### config.mk
export PLATFORM = sky130hd
export DESIGN_NAME = rr_packet_arbiter
export DESIGN_NICKNAME = d
export VERILOG_FILES = /design/src/rtl/rr_packet_arbiter.sv
export SDC_FILE = /design/constraint.sdc
export NUM_CORES = 1
export LEC_CHECK = 0
export BUFFER_PORTS_ARGS = -buffer_cell sky130_fd_sc_hd__clkbuf_2
export CORE_MARGIN = 1
export CORE_UTILIZATION = 56
export CTS_CLUSTER_SIZE = 10
export DETAILED_ROUTE_END_ITERATION = 8
export MAX_ROUTING_LAYER = met4
export PLACE_DENSITY = 0.87
export RECOVER_POWER = 25
export SLEW_MARGIN = 20
export SYNTH_ARGS = -nofsm -noshare
export SYNTH_HDL_FRONTEND = slang
export SYNTH_SLANG_ARGS = --single-unit
### constraint.sdc
create_clock -name CLK -period 5.5 [get_ports CLK]
set_input_delay 1.1 -clock CLK [delete_from_list [all_inputs] [get_ports CLK]]
set_output_delay 1.1 -clock CLK [all_outputs]
set_load 0.05 [all_outputs]
### src/rtl/rr_packet_arbiter.sv
// Round-robin output arbiter: packet-locked grants with RR_PACKET_ARB_LOCK_EN defined, flit-granular otherwise.
// Grant is registered one cycle after arbitration. out_ready=0 stalls the owner and never releases the grant.

module rr_prio_enc #(
  parameter int N = 4,
  parameter int W = 2
) (
  input  logic [N-1:0] vec,
  output logic         found,
  output logic [W-1:0] idx
);
  always_comb begin
    found = 1'b0;
    idx   = '0;
    for (int i = N - 1; i >= 0; i--) begin
      if (vec[i]) begin
        found = 1'b1;
        idx   = W'(i);
      end
    end
  end
endmodule

module rr_packet_arbiter #(
  parameter int N_REQ     = 4,
  parameter int IDX_WIDTH = 2
) (
  input  logic                 CLK,
  input  logic                 RST,
  input  logic [N_REQ-1:0]     req,
  input  logic [N_REQ-1:0]     tail,
  input  logic                 out_ready,
  output logic [N_REQ-1:0]     grant,
  output logic [IDX_WIDTH-1:0] grant_idx,
  output logic                 grant_valid,
  output logic                 xfer
);

  typedef enum logic {IDLE, BUSY} state_t;

  state_t               state_q, state_d;
  logic [N_REQ-1:0]     grant_q, grant_d;
  logic [IDX_WIDTH-1:0] idx_q, idx_d;
  logic [IDX_WIDTH-1:0] ptr_q, ptr_d;
  logic                 valid_q, valid_d;

  logic [N_REQ-1:0]     arb_req;
  logic [N_REQ-1:0]     rot_req;
  logic                 enc_found;
  logic [IDX_WIDTH-1:0] enc_idx;
  logic [IDX_WIDTH-1:0] win_idx;
  logic                 owner_req;
  logic                 release_own;

  // grant_q is one-hot or zero, so this equals req[grant_idx] while valid
  assign owner_req = |(grant_q & req);
  assign xfer      = valid_q & owner_req & out_ready;

`ifdef RR_PACKET_ARB_LOCK_EN
  assign release_own = (xfer & |(grant_q & tail)) | ~owner_req;
`else
  logic unused_tail;
  assign unused_tail = ^tail;
  assign release_own = xfer | ~owner_req;
`endif

  // Masking the current owner gives the zero-bubble handover to someone else
  assign arb_req = (state_q == BUSY) ? (req & ~grant_q) : req;

  always_comb begin
    rot_req = '0;
    for (int k = 0; k < N_REQ; k++) begin
      rot_req[k] = arb_req[(int'(ptr_q) + 1 + k) % N_REQ];
    end
  end

  rr_prio_enc #(
    .N (N_REQ),
    .W (IDX_WIDTH)
  ) u_prio_enc (
    .vec   (rot_req),
    .found (enc_found),
    .idx   (enc_idx)
  );

  assign win_idx = IDX_WIDTH'((int'(ptr_q) + 1 + int'(enc_idx)) % N_REQ);

  always_comb begin
    state_d = state_q;
    grant_d = grant_q;
    idx_d   = idx_q;
    ptr_d   = ptr_q;
    valid_d = valid_q;
    case (state_q)
      IDLE: begin
        if (enc_found) begin
          state_d = BUSY;
          grant_d = N_REQ'(1) << win_idx;
          idx_d   = win_idx;
          ptr_d   = win_idx;
          valid_d = 1'b1;
        end
      end
      BUSY: begin
        if (release_own) begin
          if (enc_found) begin
            grant_d = N_REQ'(1) << win_idx;
            idx_d   = win_idx;
            ptr_d   = win_idx;
          end else begin
            // grant_idx keeps the last owner while idle
            state_d = IDLE;
            grant_d = '0;
            valid_d = 1'b0;
          end
        end
      end
      default: begin
        state_d = IDLE;
        grant_d = '0;
        valid_d = 1'b0;
      end
    endcase
  end

  always_ff @(posedge CLK or posedge RST) begin
    if (RST) begin
      state_q <= IDLE;
      grant_q <= '0;
      idx_q   <= '0;
      ptr_q   <= IDX_WIDTH'(N_REQ - 1);
      valid_q <= 1'b0;
    end else begin
      state_q <= state_d;
      grant_q <= grant_d;
      idx_q   <= idx_d;
      ptr_q   <= ptr_d;
      valid_q <= valid_d;
    end
  end

  assign grant       = grant_q;
  assign grant_idx   = idx_q;
  assign grant_valid = valid_q;

endmodule

# Yosys cells after proc, flatten, opt, wreduce, memory -nomap -nowiden
# Index checks and enable logic that the tools add are counted.
# W data, S select, Z words.
# totals
memories	0
output_inout_bits	8
latchBits	0
ff_bits	10
mem_bits_rw	0
in_bits	11
elab_cells	75
mem_bits_ro	0
# classes
shifts	1
n_reduce_logical	7
add_sub_neg	5
n_eq_ne	3
order_cmp	4
multipliers	0
bitwise_logic	12
div_mod_pow	0
muxes	38
# ops
operator	n
$mux W1	17
$lt A3 B4 Y1 const B	4
$mux W2	8
$mux W4	4
$and A4 B4 Y4	2
$bmux W1 S2	4
$pmux W2 S2	2
$pmux W4 S2	1
$reduce_or A2 Y1	4
$add A2 B1 Y2 const B	2
$add A2 B2 Y2 const B	2
$and A1 B1 Y1 const A	4
$ne A2 B2 Y1 const B	2
$not A4 Y4	1
$pmux W1 S2	2
$reduce_or A4 Y1	1
$shl A1 B2 Y4 const A	1
$reduce_and A3 Y1	1
$add A2 B2 Y2	1
$and A1 B1 Y1	2
$ne A2 B1 Y1 const B	1
$not A1 Y1	2
$reduce_and A2 Y1	1
$or A1 B1 Y1	1

# Logic depth before layout (Yosys ltp)
# depth
depth_word	16
mapped_depth	12
depth_no_buf	11

# Cells and area by module
# Synthesis repeated with hierarchy kept, for this count alone.
# unflattened
cells_unflattened	64
area_unflattened_um2	660.6
# by_module_without_submodules
mod	area_per_inst_um2	cells_each	n_inst	seq_area_each_um2
rr_packet_arbiter	625.6	57	1	252.7
rr_prio_enc	35.0	7	1	0.0

# Worst setup path before layout
# OpenSTA, ideal clock, no wires.
# synth_path
path_kind	input-to-output
start	input req[3]
end	output xfer
arrival_time_ps	2027
stages	2
t_required_ps	4400
path_slack_ps	2373
path_buffers	0
path_cell_list	a22oi_1 > a21oi_1
# synth_via
elab_chain_cells	4
# synth_rtl
element	line	source
start, declared	30	input logic [N_REQ-1:0] req,
$and A4 B4 Y4	56	assign owner_req = |(grant_q & req);
$reduce_or A4 Y1	56	
$and A1 B1 Y1 (2 in series)	57	assign xfer = valid_q & owner_req & out_ready;
end, declared	36	output logic xfer
# Every way passes these cells.

# Worst setup path in the final report
# layout_path
start	input req[1]
end	register grant_q[2] (netlist: grant[2])
# layout_via
elab_chain_cells	14
word_cells_on_any_way	37
cone_classes	1 x add/sub; 2 x eq/ne; 1 x shift; 25 x mux; 6 x bitwise; 2 x reduce/logical
# layout_rtl
element	line	source
$and A4 B4 Y4	68	assign arb_req = (state_q == BUSY) ? (req & ~grant_q) : req;
$mux W4	68	
$bmux W1 S2	73	rot_req[k] = arb_req[(int'(ptr_q) + 1 + k) % N_REQ];
$mux W1 (not written as such) (2 in series)	73	
$mux W2 (4 in series)	16	if (vec[i]) begin
$add A2 B2 Y2	86	assign win_idx = IDX_WIDTH'((int'(ptr_q) + 1 + int'(enc_idx)) % N_REQ);
$shl A1 B2 Y4	98, 107	
$mux W4	106	if (enc_found) begin
$mux W4	105	if (release_own) begin
$pmux W4 S2	94	case (state_q)
end signal, assigned	135	grant_q <= grant_d;
end, declared	42	logic [N_REQ-1:0] grant_q, grant_d;
# Several ways; a longest one is shown, not always the timed one. The select of a mux whose other input is x is not followed.
# A chain may end at the register's enable or synchronous reset.

==> insert_results.sql <==
INSERT INTO impl_metrics (metric_group, metric, value, unit) VALUES
('die', 'core-area', '1330', 'sq um'),
('cells_and_area', 'fill_cells', '124', ''),
('critical_path', 'cp_slowest_stage_delay', '0.59', 'ns'),
('drt', 'vias_after_detailed_routing', '799', ''),
('drt', 'postRouteWirelength', '1.99', 'mm'),
('clock_network', 'cts_num_sinks', '10', ''),
('cells_and_area', 'layout.core_utilization', '0.683', ''),
('clock_network', 'clkSlewWorstSetupHoldPaths', '0.07', 'ns'),
('critical_path', 'critPathArrivalTime', '3.74', 'ns'),
('clock_network', 'cts_inserted_buffers', '3', ''),
('cells_and_area', 'share_of_post_route_cells_with_drive_strength_above_1', '0.262', ''),
('timing', 'fin_crit', '3.52', 'ns'),
('synthesis', 'netlist_instances', '93', ''),
('clock_network', 'ctsLongestPathBuffers', '2', ''),
('grt', 'grt.total_usage', '0.295', ''),
('min_path', 'min-delay-path-class', 'reg -> reg', ''),
('drt', 'drt_iter0_markers', '22', ''),
('clock_network', 'htree_levels', '1', ''),
('critical_path', 'critPathKind', 'in -> reg', ''),
('run_status', 'status', 'finished clean', ''),
('timing', 'timing.max_slew.rel_slack', '0.545', ''),
('power', 'leakage', '0.397', 'nW'),
('synthesis', 'ys.warnings.count', '0', ''),
('synthesis', 'netlist_area', '816', 'sq um'),
('critical_path', 'cp_delay_by_family_top', 'compound AO/OA/AOI/OAI gates', ''),
('timing', 'fin_crit_sh', '0.641', ''),
('synthesis', 'post-synth-top-area-fraction', '0.245', ''),
('clock_network', 'clock-root-buffer', 'sky130_fd_sc_hd__clkbuf_4', ''),
('synthesis', 'synthesis.area_per_instance', '8.77', 'sq um'),
('cells_and_area', 'final_cell_area', '911', 'sq um'),
('placement', 'detailed_place_hpwl', '1.44', 'mm'),
('grt', 'pin_count_of_the_biggest_net_entering_global_routing', '13', ''),
('die', 'die_area', '1610', 'sq um'),
('critical_path', 'startpoint_type', 'input pin', ''),
('placement', 'postPlaceCellArea', '875', 'sq um'),
('drt', 'vias_per_cell', '6.55', ''),
('synthesis', 'synth_cell_types', '38', ''),
('power', 'peak_supply_drop', '0.000395', 'V'),
('grt', 'overflow', '0', ''),
('run', 'cap_viol_max_count', '0', ''),
('cells_and_area', 'final_net_count', '120', ''),
('timing', 'max_freq', '0.284', 'GHz'),
('synthesis', 'top_post_synthesis_cells_by_area', 'sky130_fd_sc_hd__dfrtp_1 25%, sky130_fd_sc_hd__nand3_1 6.7%, sky130_fd_sc_hd__dfstp_2 6.4%', ''),
('synthesis', 'synth-seq-area-share', '0.310', ''),
('cells_and_area', 'antennaDiodeCount', '0', ''),
('grt', 'grt_first_pass_wirelength', '2.97', 'mm'),
('placement', 'gp_congestion', '0.944', ''),
('critical_path', 'crit_chain', 'clkbuf_2 > a21boi_1 > nor3_1 > a311oi_1 > o21ai_0 > ha_1 > xnor2_1 > xnor2_1 > a2111oi_0 > o21ai_0 > nand3_1', ''),
('timing', 'hold_violations', '0', ''),
('critical_path', 'crit_path_end_kind', 'flip-flop', ''),
('die', 'floorplan.die.height', '40.2', 'um'),
('die', 'rows', '13', ''),
('synthesis', 'yosys_register_bits', '10', ''),
('cells_and_area', 'syn_to_final_growth', '11.7', '%'),
('synthesis', 'synth_nets', '105', ''),
('drt', 'wl_per_cell', '16.3', 'um'),
('synthesis', 'synth.largest_area_cell', 'sky130_fd_sc_hd__dfrtp_1', ''),
('timing', 'timing.clock.skew', '0.00102', 'ns'),
('clock_network', 'holdBufCountCts', '0', ''),
('drt', 'detail-route-antenna-nets', '0', ''),
('timing', 'tightest_slew', '0.665', 'ns'),
('timing', 'final.setup.tns', '0', 'ns'),
('clock_network', 'cts_setup_buffers', '0', ''),
('critical_path', 'crit_path_top_delay_cell', 'sky130_fd_sc_hd__a2111oi_0', ''),
('timing', 'rsz_0062_raised_after_global_routing', 'false', ''),
('drt', 'drc', '0', ''),
('drt', 'firstDrtPassIters', '4', ''),
('clock_network', 'clk-insertion-delay-late', '0.28', 'ns'),
('grt', 'number_of_global_route_vias_before_repair', '670', ''),
('die', 'die-width', '40.2', 'um'),
('clock_network', 'post_cts_resize_count', '0', ''),
('power', 'power_density', '756', 'nW/um^2'),
('timing', 'finalSetupViolCount', '0', ''),
('grt', 'grt_antenna_before_repair', '0', ''),
('critical_path', 'timing.critical_path.required', '5.71', 'ns'),
('die', 'initial_core_util', '0.612', ''),
('placement', 'port_buffers', '14', ''),
('critical_path', 'critical_path_peak_fanout', '7', ''),
('timing', 'final_max_slew_viol_count', '0', ''),
('critical_path', 'path_buf_inv', '1', ''),
('die', 'num_io_pins', '19', ''),
('clock_network', 'cts_tree', 'built', '');
## cell usage in the layout (no fill, tap or decap), types with 3 or more instances in the layout
| cell type | n |
|---|---|
| sky130_fd_sc_hd__nor2_1 | 3 |
| sky130_fd_sc_hd__xnor2_1 | 3 |
| sky130_fd_sc_hd__clkbuf_4 | 3 |
| sky130_fd_sc_hd__nand3_1 | 11 |
| sky130_fd_sc_hd__o21ai_0 | 5 |
| sky130_fd_sc_hd__nand2_1 | 9 |
| sky130_fd_sc_hd__a21oi_1 | 5 |
| sky130_fd_sc_hd__a2111oi_0 | 5 |
| sky130_fd_sc_hd__inv_1 | 5 |
| sky130_fd_sc_hd__dfrtp_1 | 8 |
| sky130_fd_sc_hd__clkbuf_2 | 14 |
## metrics by stage
stage                     total power, mW  setup slack [ns]  cells  hold WS [ns]
final                               0.688              1.98    122         0.503
after global routing                0.740              1.66    122         0.515
after detailed placement            0.609              1.83    118         0.485
after CTS                           0.684              2.08    122         0.502
after floorplan                     0.524              2.37     93         0.647
after global placement              0.590              1.98    118         0.477
## report_power, final
group	internal, mW	total, mW	switching, mW
sequential	0.116	0.165	0.0489
clock	0.0403	0.0702	0.0299
combinational	0.165	0.453	0.288
## path summary, 6_finish.rpt
path / startpoint / cells after the start / slack (ns) / endpoint
setup reg to reg: state_q / 10 / 2.41 / grant[2]
min in group asynchronous: RST / 2 / 0.76 / grant_idx[1]
max in group asynchronous: RST / 2 / 4.43 / ptr_q[0]
setup / recovery: req[1] / 11 / 1.98 / grant[2]
hold / removal: grant_idx[0] / 2 / 0.50 / grant_idx[0]
hold reg to reg: grant_idx[0] / 2 / 0.50 / grant_idx[0]
## state kept, by name, indices dropped and copies added, names as in the netlist
name and cells:
grant 4, grant_valid 1, ptr_q 2, grant_idx 2
state_q 1
## per-layer routing
metal  wire length [um]  part of all wire  track usage
met5                  0                 0            -
met1                852              0.43        0.353
met2               1020              0.51        0.496
met4                 37             0.019        0.129
met3                 85             0.043       0.0333
## worst register-to-register path, cell delays in order (launching register included)
cell and delay [ns]:
sky130_fd_sc_hd__dfrtp_1 0.49, sky130_fd_sc_hd__a21boi_1 0.44, sky130_fd_sc_hd__nor3_1 0.08, sky130_fd_sc_hd__a311oi_1 0.28
sky130_fd_sc_hd__o21ai_0 0.15, sky130_fd_sc_hd__ha_1 0.22, sky130_fd_sc_hd__xnor2_1 0.27, sky130_fd_sc_hd__xnor2_1 0.16
sky130_fd_sc_hd__a2111oi_0 0.59, sky130_fd_sc_hd__o21ai_0 0.24, sky130_fd_sc_hd__nand3_1 0.11
## layout make-up
type	instances	area (sq um)	share of cell area
sequential	10	253	0.277
timing repair buffer	14	70.1	0.0769
tap	15	18.8	0.0206
clock buffer	4	36.3	0.0398
multi-input combinational	74	514	0.565
inverter	5	18.8	0.0206
## cell usage after synthesis
library cell,instances
sky130_fd_sc_hd__nand3b_1,1
sky130_fd_sc_hd__dfstp_2,2
sky130_fd_sc_hd__a21boi_4,1
sky130_fd_sc_hd__nand2_1,9
sky130_fd_sc_hd__a22oi_1,2
sky130_fd_sc_hd__a211o_1,1
sky130_fd_sc_hd__a21bo_2,2
sky130_fd_sc_hd__o311a_1,1
sky130_fd_sc_hd__o2111ai_1,2
sky130_fd_sc_hd__a21boi_2,1
sky130_fd_sc_hd__a221oi_2,1
sky130_fd_sc_hd__clkbuf_1,2
sky130_fd_sc_hd__a311oi_1,1
sky130_fd_sc_hd__xnor2_1,3
sky130_fd_sc_hd__ha_1,1
sky130_fd_sc_hd__or4_4,1
sky130_fd_sc_hd__a21o_4,1
sky130_fd_sc_hd__a21boi_1,1
sky130_fd_sc_hd__nor2_1,3
sky130_fd_sc_hd__a31o_1,1
sky130_fd_sc_hd__o211ai_1,1
sky130_fd_sc_hd__dfrtp_1,8
sky130_fd_sc_hd__a311o_1,1
sky130_fd_sc_hd__nand2b_1,1
sky130_fd_sc_hd__and3_4,1
sky130_fd_sc_hd__o21bai_1,1
sky130_fd_sc_hd__o21ai_0,5
sky130_fd_sc_hd__o21ai_1,2
sky130_fd_sc_hd__buf_6,2
sky130_fd_sc_hd__inv_1,5
sky130_fd_sc_hd__a21o_1,2
sky130_fd_sc_hd__a21boi_0,1
sky130_fd_sc_hd__or2b_1,2
sky130_fd_sc_hd__nor3_1,2
sky130_fd_sc_hd__a21oi_1,5
sky130_fd_sc_hd__nand3_1,11
sky130_fd_sc_hd__a2111oi_0,5
sky130_fd_sc_hd__a31oi_1,1
## kinds of logic (layout without fill, tap and decap cells)
kind of cell	count (synthesis)	in the layout	share of synthesized area
XOR/XNOR	3	3	0.0322
adder cells (fa/ha/maj)	1	1	0.0153
AND/OR/NAND/NOR	31	31	0.198
flip-flops	10	10	0.310
AO/OA/AOI/OAI	39	39	0.385
buffers and inverters	9	23	0.0598
No activity file was read; power rests on OpenSTA's default activity.
